`src/rtl/clock_set_ctrl.sv`:
```
// Time datapath and set-mode sequencer for the digital clock: owns hh:mm:ss, runs the
// 1 Hz prescaler, and handles key/button driven field selection, stepping and presets.
module clock_set_ctrl #(
    parameter int unsigned CLK_HZ    = 50_000_000,
    parameter int unsigned BLINK_DIV = CLK_HZ / 4
) (
    input  logic       clk_50Mhz,
    input  logic       rst,
    input  logic [3:0] key,
    input  logic       key_valid,
    input  logic       button_negedge1,
    input  logic       button_negedge2,
    output logic [6:0] hou,
    output logic [6:0] min,
    output logic [6:0] sec,
    output logic       stop_clk,
    output logic       h,
    output logic       m,
    output logic       s,
    output logic [3:0] led4,
    output logic       blink,
    output logic       tick_1hz
);

    localparam int unsigned PresW  = (CLK_HZ > 1) ? $clog2(CLK_HZ) : 1;
    localparam int unsigned BlinkW = (BLINK_DIV > 1) ? $clog2(BLINK_DIV) : 1;
    localparam logic [PresW-1:0]  PresMax  = PresW'(CLK_HZ - 1);
    localparam logic [BlinkW-1:0] BlinkMax = BlinkW'(BLINK_DIV - 1);

    typedef enum logic [2:0] {StStop, StRun, StSetH, StSetM, StSetS} state_e;

    state_e            state_q, state_d;
    logic [PresW-1:0]  presc_q, presc_d;
    logic [BlinkW-1:0] blink_cnt_q, blink_cnt_d;
    logic              blink_d, tick_d;
    logic [6:0]        hou_d, min_d, sec_d;
    logic [3:0]        led4_d;
    logic              stop_clk_d, h_d, m_d, s_d;
    logic              key_hit, in_set, next_in_set, one_button, run_wrap;

    function automatic logic [6:0] step_up(input logic [6:0] v, input logic [6:0] lim);
        return (v >= lim) ? 7'd0 : v + 7'd1;
    endfunction

    function automatic logic [6:0] step_down(input logic [6:0] v, input logic [6:0] lim);
        return ((v == 7'd0) || (v > lim)) ? lim : v - 7'd1;
    endfunction

    // State register
    always_ff @(posedge clk_50Mhz) begin
        if (rst) begin
            state_q <= StStop;
        end else begin
            state_q <= state_d;
        end
    end

    // Next-state: only recognised key codes count as a key event
    always_comb begin
        state_d = state_q;
        key_hit = 1'b0;
        if (key_valid) begin
            case (key)
                4'd1: begin state_d = StSetH; key_hit = 1'b1; end
                4'd2: begin state_d = StSetM; key_hit = 1'b1; end
                4'd3: begin state_d = StSetS; key_hit = 1'b1; end
                4'd6: begin state_d = StRun;  key_hit = 1'b1; end
                4'd7: begin state_d = StStop; key_hit = 1'b1; end
                default: key_hit = 1'b0;
            endcase
        end
    end

    // Output decode from the next state so the registered outputs track state_q
    always_comb begin
        led4_d     = 4'b0101;
        h_d        = 1'b0;
        m_d        = 1'b0;
        s_d        = 1'b0;
        stop_clk_d = (state_d != StRun);
        unique case (state_d)
            StStop: led4_d = 4'b0101;
            StRun:  led4_d = 4'b1000;
            StSetH: begin led4_d = 4'b0001; h_d = 1'b1; end
            StSetM: begin led4_d = 4'b0010; m_d = 1'b1; end
            StSetS: begin led4_d = 4'b0100; s_d = 1'b1; end
            default: led4_d = 4'b0101;
        endcase
    end

    // Prescaler and time fields
    always_comb begin
        in_set     = (state_q == StSetH) || (state_q == StSetM) || (state_q == StSetS);
        one_button = button_negedge1 ^ button_negedge2;
        // Any key event in RUN (leave or restart) swallows a coincident wrap
        run_wrap   = (state_q == StRun) && (presc_q == PresMax) && !key_hit;

        presc_d = '0;
        if ((state_q == StRun) && !key_hit) begin
            presc_d = (presc_q == PresMax) ? '0 : presc_q + PresW'(1);
        end

        hou_d  = hou;
        min_d  = min;
        sec_d  = sec;
        tick_d = 1'b0;
        if (key_hit) begin
            if (key == 4'd7) begin
                hou_d = 7'd12;
                min_d = 7'd12;
                sec_d = 7'd12;
            end
        end else if (in_set && one_button) begin
            case (state_q)
                StSetH: hou_d = button_negedge1 ? step_up(hou, 7'd23) : step_down(hou, 7'd23);
                StSetM: min_d = button_negedge1 ? step_up(min, 7'd59) : step_down(min, 7'd59);
                StSetS: sec_d = button_negedge1 ? step_up(sec, 7'd59) : step_down(sec, 7'd59);
                default: hou_d = hou;
            endcase
        end else if (run_wrap) begin
            tick_d = 1'b1;
            sec_d  = step_up(sec, 7'd59);
            if (sec >= 7'd59) begin
                min_d = step_up(min, 7'd59);
                if (min >= 7'd59) begin
                    hou_d = step_up(hou, 7'd23);
                end
            end
        end
    end

    // Blink restarts on every state change so the field always starts visible
    always_comb begin
        next_in_set = (state_d == StSetH) || (state_d == StSetM) || (state_d == StSetS);
        blink_cnt_d = '0;
        blink_d     = 1'b0;
        if ((state_d == state_q) && next_in_set) begin
            if (blink_cnt_q == BlinkMax) begin
                blink_cnt_d = '0;
                blink_d     = ~blink;
            end else begin
                blink_cnt_d = blink_cnt_q + BlinkW'(1);
                blink_d     = blink;
            end
        end
    end

    always_ff @(posedge clk_50Mhz) begin
        if (rst) begin
            presc_q     <= '0;
            blink_cnt_q <= '0;
            hou         <= 7'd0;
            min         <= 7'd0;
            sec         <= 7'd0;
            stop_clk    <= 1'b1;
            h           <= 1'b0;
            m           <= 1'b0;
            s           <= 1'b0;
            led4        <= 4'b0101;
            blink       <= 1'b0;
            tick_1hz    <= 1'b0;
        end else begin
            presc_q     <= presc_d;
            blink_cnt_q <= blink_cnt_d;
            hou         <= hou_d;
            min         <= min_d;
            sec         <= sec_d;
            stop_clk    <= stop_clk_d;
            h           <= h_d;
            m           <= m_d;
            s           <= s_d;
            led4        <= led4_d;
            blink       <= blink_d;
            tick_1hz    <= tick_d;
        end
    end

endmodule

```
`config.mk`:
```
export PLATFORM = sky130hd
export DESIGN_NAME = clock_set_ctrl
export DESIGN_NICKNAME = d
export VERILOG_FILES = /design/src/rtl/clock_set_ctrl.sv
export SDC_FILE = /design/constraint.sdc
export NUM_CORES = 1
export LEC_CHECK = 0
export CAP_MARGIN = 15
export CORE_UTILIZATION = 55
export CTS_CLUSTER_DIAMETER = 150
export CTS_CLUSTER_SIZE = 30
export DETAILED_ROUTE_END_ITERATION = 10
export GPL_TIMING_DRIVEN = 1
export PLACE_DENSITY = 0.77
export SYNTH_ARGS = -nofsm -noshare
export SYNTH_HDL_FRONTEND = slang
export SYNTH_SLANG_ARGS = --single-unit
```
`constraint.sdc`:
```
create_clock -name clk_50Mhz -period 5.99 [get_ports clk_50Mhz]
set_input_delay 0.8985 -clock clk_50Mhz [delete_from_list [all_inputs] [get_ports clk_50Mhz]]
set_output_delay 0.8985 -clock clk_50Mhz [all_outputs]
set_load 0.1 [all_outputs]
```
**Yosys cells after proc, flatten, opt, wreduce, memory -nomap -nowiden**

Cells that the tools add are included.
Widths: inputs -> output; s select.

- $add $sub $neg: 8
- Reductions and logical operators: 27
- Bitwise gates (word level): 4
- Magnitude comparators: 6
- Muxes and demuxes: 34
- Eq/ne operators: 21

Operator list:

| cell | number |
|---|---|
| $mux 7 | 25 |
| $add 26x1->26 const B | 1 |
| $eq 26x26->1 const B | 1 |
| $add 24x1->24 const B | 1 |
| $eq 24x24->1 const B | 1 |
| $add 7x1->7 const B | 3 |
| $logic_not 7->1 | 3 |
| $sub 7x1->7 const B | 3 |
| $pmux 4 s4 | 1 |
| $pmux 3 s5 | 1 |
| $ge 7x6->1 const B | 2 |
| $gt 7x6->1 const B | 2 |
| $eq 3x2->1 const B | 4 |
| $ne 3x3->1 const B | 3 |
| $reduce_bool 3->1 | 3 |
| $reduce_or 3->1 | 3 |
| $eq 4x2->1 const B | 2 |
| $eq 4x3->1 const B | 2 |
| $ge 7x5->1 const B | 1 |
| $gt 7x5->1 const B | 1 |
| $logic_or 1x1->1 | 7 |
| $eq 3x1->1 const B | 2 |
| $eq 3x3->1 const B | 2 |
| $mux 1 | 6 |
| other kinds (14) | 20 |

- Logic and storage cells: 113
- Input port bits: 9
- Bits in registers: 84
- Output and inout port bits: 31

**Depth between registers and ports, before layout**

- Depth in word-level cells: 9
- Gate-level depth with buffers: 8
- Gate-level depth less buffers: 8

**Worst setup path after synthesis**

Ideal clock, no wire load.

- Kind: register to register
- From: register sec[1]
- To: register min[5]
- Slack: 3070 ps
- Required time: 5920 ps
- Data arrival time: 2849 ps
- Clock period less this slack: 2920 ps
- Library setup time: 70 ps
- Path buffers: 1
- Stages on the path, launching flop included: 9
- Path through: dfxtp_1 ha_1 a211o_1 a21oi_1 nor4b_2 o21ai_2 buf_6 or4_1 a21oi_1

- Cells in the longest elaborated chain, start to end: 3

RTL lines:

| element | RTL line | RTL |
|---|---|---|
| start, declared | 15 | `output logic [6:0] sec,` |
| start signal, assigned | 154 | `sec <= 7'd0;` |
| start signal, assigned | 167 | `sec <= sec_d;` |
| $ge 7x6->1 | 123 | `if (sec >= 7'd59) begin` |
| $reduce_bool 3->1 (no line) | - |  |
| $reduce_and 4->1 (no line) | - |  |
| end signal, assigned | 166 | `min <= min_d;` |
| end, declared | 14 | `output logic [6:0] min,` |

No other way between the ends.
A chain may end at the register's enable or synchronous reset.

**Worst setup path after layout**

- From: input key[0]
- To: register hou[3]

- Cells in the longest elaborated chain, start to end: 8
- Elaborated cells between the ends (all ways): 17
- Those cells by class: eq/ne (7); mux (3); reduce/logical (7)

RTL lines:

| element | RTL line | RTL |
|---|---|---|
| start, declared | 9 | `input logic [3:0] key,` |
| $eq 4x3->1 (tied with other cells) | 63, 108 |  |
| $reduce_or 5->1 (no line) | - |  |
| $mux 1 | 63 | `case (key)` |
| $mux 1 | 62 | `if (key_valid) begin` |
| $logic_not 1->1 | 96 | `run_wrap = (state_q == StRun) && (presc_q == PresMax) && !key_hit;` |
| $logic_and 1x1->1 | 96 |  |
| $reduce_bool 3->1 (no line) | - |  |
| $reduce_and 5->1 (no line) | - |  |
| end signal, assigned | 165 | `hou <= hou_d;` |
| end, declared | 13 | `output logic [6:0] hou,` |

Parallel ways exist; a longest one is shown, timed or not.

==> flow_metrics.env <==
export IMPL_outcome="completed"
export IMPL_synth_flop_cell="dfxtp_1"
export IMPL_routed_wl_mm=10.0
export IMPL_report_final_hold_viol_count=0
export IMPL_layout_area_overhead_vs_synth_pct=14.2
export IMPL_antenna_cells_inserted=0
export IMPL_num_vias=4189
export IMPL_root_buf_cell="clkbuf_8"
export IMPL_floorplan_core_area_um2=7890
export IMPL_critical_path_endpoint="hou[3]"
export IMPL_max_clock_freq_mhz=326
export IMPL_pwr_share_seq=0.493
export IMPL_avg_inst_size_synth_um2=8.14
export IMPL_average_wire_per_cell_in_the_routed_design_um=14.4
export IMPL_drt_antenna_violating_nets=0
export IMPL_synth_largest_area_cell="dfxtp_1"
export IMPL_initial_antenna_violation_count=0
export IMPL_cts_tree="built"
export IMPL_critPathSlowestCell="o211ai_1"
export IMPL_p_leak_nw=1.74
export IMPL_clkSlewWorstSetupHoldPaths_ns=0.09
export IMPL_tightestPinTransition_ns=0.992
export IMPL_top_level_ports=40
export IMPL_worst_ep_required_time_ns=6.26
export IMPL_timing_max_cap_violations=0
export IMPL_track_usage=0.251
export IMPL_area_taken_by_multi_input_logic_gates_um2=2680
export IMPL_dr_pass1_iters=6
export IMPL_timing_critical_path_cells="clkdlybuf4s50_1, nand2b_1, a21oi_1, nor4b_2, o211ai_1, nor3_1, a221oi_1"
export IMPL_timing_reg2reg_setup_slack_ns=3.19
export IMPL_proportion_of_layout_cells_with_a_drive_suffix_above_1=0.0522
export IMPL_final_cell_count_no_fill=696
export IMPL_synth_yosys_warnings=0
export IMPL_critical_path_max_stage_delay_ns=0.75
export IMPL_cp_capture_type="flop"
export IMPL_criticalPathCategory="primary input to flop"
export IMPL_die_width_um=93.1
export IMPL_post_route_period_util=0.512
export IMPL_switching_share=0.275
export IMPL_rr_endpoint="hou[3]"
export IMPL_setup_violations_final=0
export IMPL_period_needed_ns=3.07
export IMPL_pwr_share_clk=0.376
export IMPL_skew_ns=0.00854
export IMPL_hpwl_mm=7.08
export IMPL_synthesis_nets=581
export IMPL_register_area_um2=1680
export IMPL_post_synth_num_cell_types=68
export IMPL_post_synth_most_frequent_cells="dfxtp_1, nor2_1, nand2_1"
export IMPL_first_global_vias=3918
export IMPL_grt_start_max_net_pins=27
export IMPL_unrepaired_setup_endpoints_after_global_routing="no"
export IMPL_crit_path_start_kind="primary input"
export IMPL_power_density_nw_per_um2=225
export IMPL_critPathMaxFanout=13
export IMPL_p_int_mw=0.851
export IMPL_cts_htree_levels=3
export IMPL_drc_errors=0
export IMPL_clock_sink_count=84
export IMPL_layout_filler_cells=661
export IMPL_core_rowCount=32
export IMPL_count_of_instances_resized_after_the_clock_tree_is_built=0
export IMPL_worst_hold_class="flop to flop"
export IMPL_place_gp_congestion=0.986
export IMPL_r2r_start="sec[0]"
export IMPL_postSynthRegisterBits=84
export IMPL_synthesis_area_um2=4560
export IMPL_finalMaxSlewViolations=0
export IMPL_critPathLaunch="key[0]"
export IMPL_placed_cells=680
export IMPL_detail_route_iter0_violations=265
export IMPL_total_switching_power_mw=0.323
export IMPL_clock_tree_buffer_depth=2
export IMPL_grt_pass1_wl_mm=17.5
export IMPL_clock_latency_on_the_worst_skew_pair_ns=0.36
export IMPL_library_cell_with_the_highest_instance_count_after_synthesis="dfxtp_1"
export IMPL_max_slew_margin=0.334
export IMPL_critical_path_arrival_ns=3.34
export IMPL_synth_edff_count=0
export IMPL_timing_reg2reg_worst_path_depth=7
export IMPL_yosys_top_cell_area_share=0.368
export IMPL_power_combinational_fraction=0.131
export IMPL_floorplan_initialDensity=0.579
export IMPL_finalSetupTns_ns=0
export IMPL_grt_overflow_total=0
export IMPL_max_vdd_drop_v=0.000152
export IMPL_cts_made_buffers=9
export IMPL_asr_flop_ratio_synth=0
export IMPL_post_cts_hold_buffer_count=0
export IMPL_synth_seq_area_share=0.368
export IMPL_area_contributors_post_synth="dfxtp_1, xnor2_1, nor2_1, xor2_1, nor3_1"
export IMPL_number_of_cells_on_the_critical_path=7
export IMPL_io_buffers=39
export IMPL_synth_cells=561
export IMPL_avgViaCountPerCell=6.02
export IMPL_postCtsSetupBuffers=0
export IMPL_finish_net_count=609
export IMPL_fp_dieArea_um2=8670
export IMPL_hold_path_cell_count=1
export IMPL_die_height_um=93.1
export IMPL_path_buf_inv=1
export IMPL_critPathTopFamily="compound AO/OA/AOI/OAI gates"
-- final cells by class --
| cell class | instances | area share |
|---|---|---|
| Inverter | 22 | 0.0158 |
| Timing Repair Buffer | 44 | 0.0821 |
| Clock buffer | 11 | 0.0252 |
| Sequential cell | 84 | 0.323 |
| Multi-Input combinational cell | 428 | 0.513 |
| Tap cell | 102 | 0.0245 |
| Clock inverter | 5 | 0.0163 |
-- how the worst min path moves through the flow --
stage                           from          to  slack (ns)
after global routing      presc_q[0]  presc_q[0]        0.49
after global placement    presc_q[0]  presc_q[0]        0.44
final                     presc_q[0]  presc_q[0]        0.46
after detailed placement  presc_q[0]  presc_q[0]        0.45
after floorplan           presc_q[0]  presc_q[0]        0.43
after CTS                 presc_q[0]  presc_q[0]        0.47
-- stage by stage --
step                      area, um2  setup WS [ns]   util  hold slack [ns]  power (mW)
after floorplan                4560           3.07      -            0.426       0.709
after global placement         4990           2.68  0.633            0.443       0.743
after detailed placement       4990           2.60  0.633            0.447       0.745
after CTS                      5210           2.93  0.661            0.467        1.18
after global routing           5210           2.66  0.661            0.485        1.23
final                          5210           2.92  0.661            0.462        1.17
-- layout by cell type (no fill, tap or decap), types with 3 or more instances in the layout --
| cell type | count |
|---|---|
| dfxtp_1 | 84 |
| nor2_1 | 69 |
| nand2_1 | 41 |
| clkdlybuf4s50_1 | 39 |
| nor3_1 | 38 |
| nand3_1 | 32 |
| xnor2_1 | 32 |
| a21oi_1 | 29 |
| xor2_1 | 23 |
| inv_1 | 22 |
| nand4_1 | 15 |
| o21ai_0 | 15 |
| and3_1 | 14 |
| ha_1 | 11 |
| clkbuf_8 | 9 |
| nor3b_1 | 6 |
| nor4_1 | 6 |
| a221oi_1 | 6 |
| nand2b_1 | 5 |
| nor2b_1 | 5 |
| a31oi_1 | 5 |
| or4_1 | 5 |
| buf_4 | 5 |
| and2_1 | 4 |
| a211o_1 | 4 |
| a21o_1 | 4 |
| a31o_2 | 3 |
| or3_1 | 3 |
| o221ai_1 | 3 |
| o211ai_1 | 3 |
| and4_1 | 3 |
| a221o_1 | 3 |
| a2111o_1 | 3 |
-- cell families after synthesis --
kind of cell / count (synthesis) / share of synthesized area
flip-flops: 84 / 0.368
AND/OR/NAND/NOR: 262 / 0.297
adder cells (fa/ha/maj): 11 / 0.0302
AO/OA/AOI/OAI: 98 / 0.149
buffers and inverters: 49 / 0.0455
XOR/XNOR: 55 / 0.106
multiplexers: 2 / 0.00439
-- per-layer routing --
layer	wire length, um	GRT usage	vias to the layer above
met4	208	0.123	0
met3	653	0.0545	24
met5	0	0	-
met2	4730	0.404	154
met1	4400	0.316	1956
li1	-	-	2055
-- worst register-to-register path, stage by stage, from the launching register on --
cell,delay [ns]
dfxtp_1,0.38
ha_1,0.28
a211o_1,0.24
a21oi_1,0.49
nor4b_2,0.15
o211ai_1,0.75
nor3_1,0.15
a221oi_1,0.28
-- power groups by stage --
stage,combinational [mW],sequential (mW),clock (mW)
after floorplan,0.0777,0.632,0
after global placement,0.151,0.592,0
after detailed placement,0.153,0.592,0
after CTS,0.153,0.579,0.453
after global routing,0.166,0.581,0.479
final,0.154,0.579,0.441
-- state kept, by name, summed over array words and instances (netlist names) --
| signal | flops |
|---|---|
| blink | 1 |
| blink_cnt_q | 24 |
| h | 1 |
| hou | 7 |
| led4 | 4 |
| m | 1 |
| min | 7 |
| presc_q | 26 |
| s | 1 |
| sec | 7 |
| state_q | 3 |
| stop_clk | 1 |
| tick_1hz | 1 |
(Power assumes the default switching activity.)
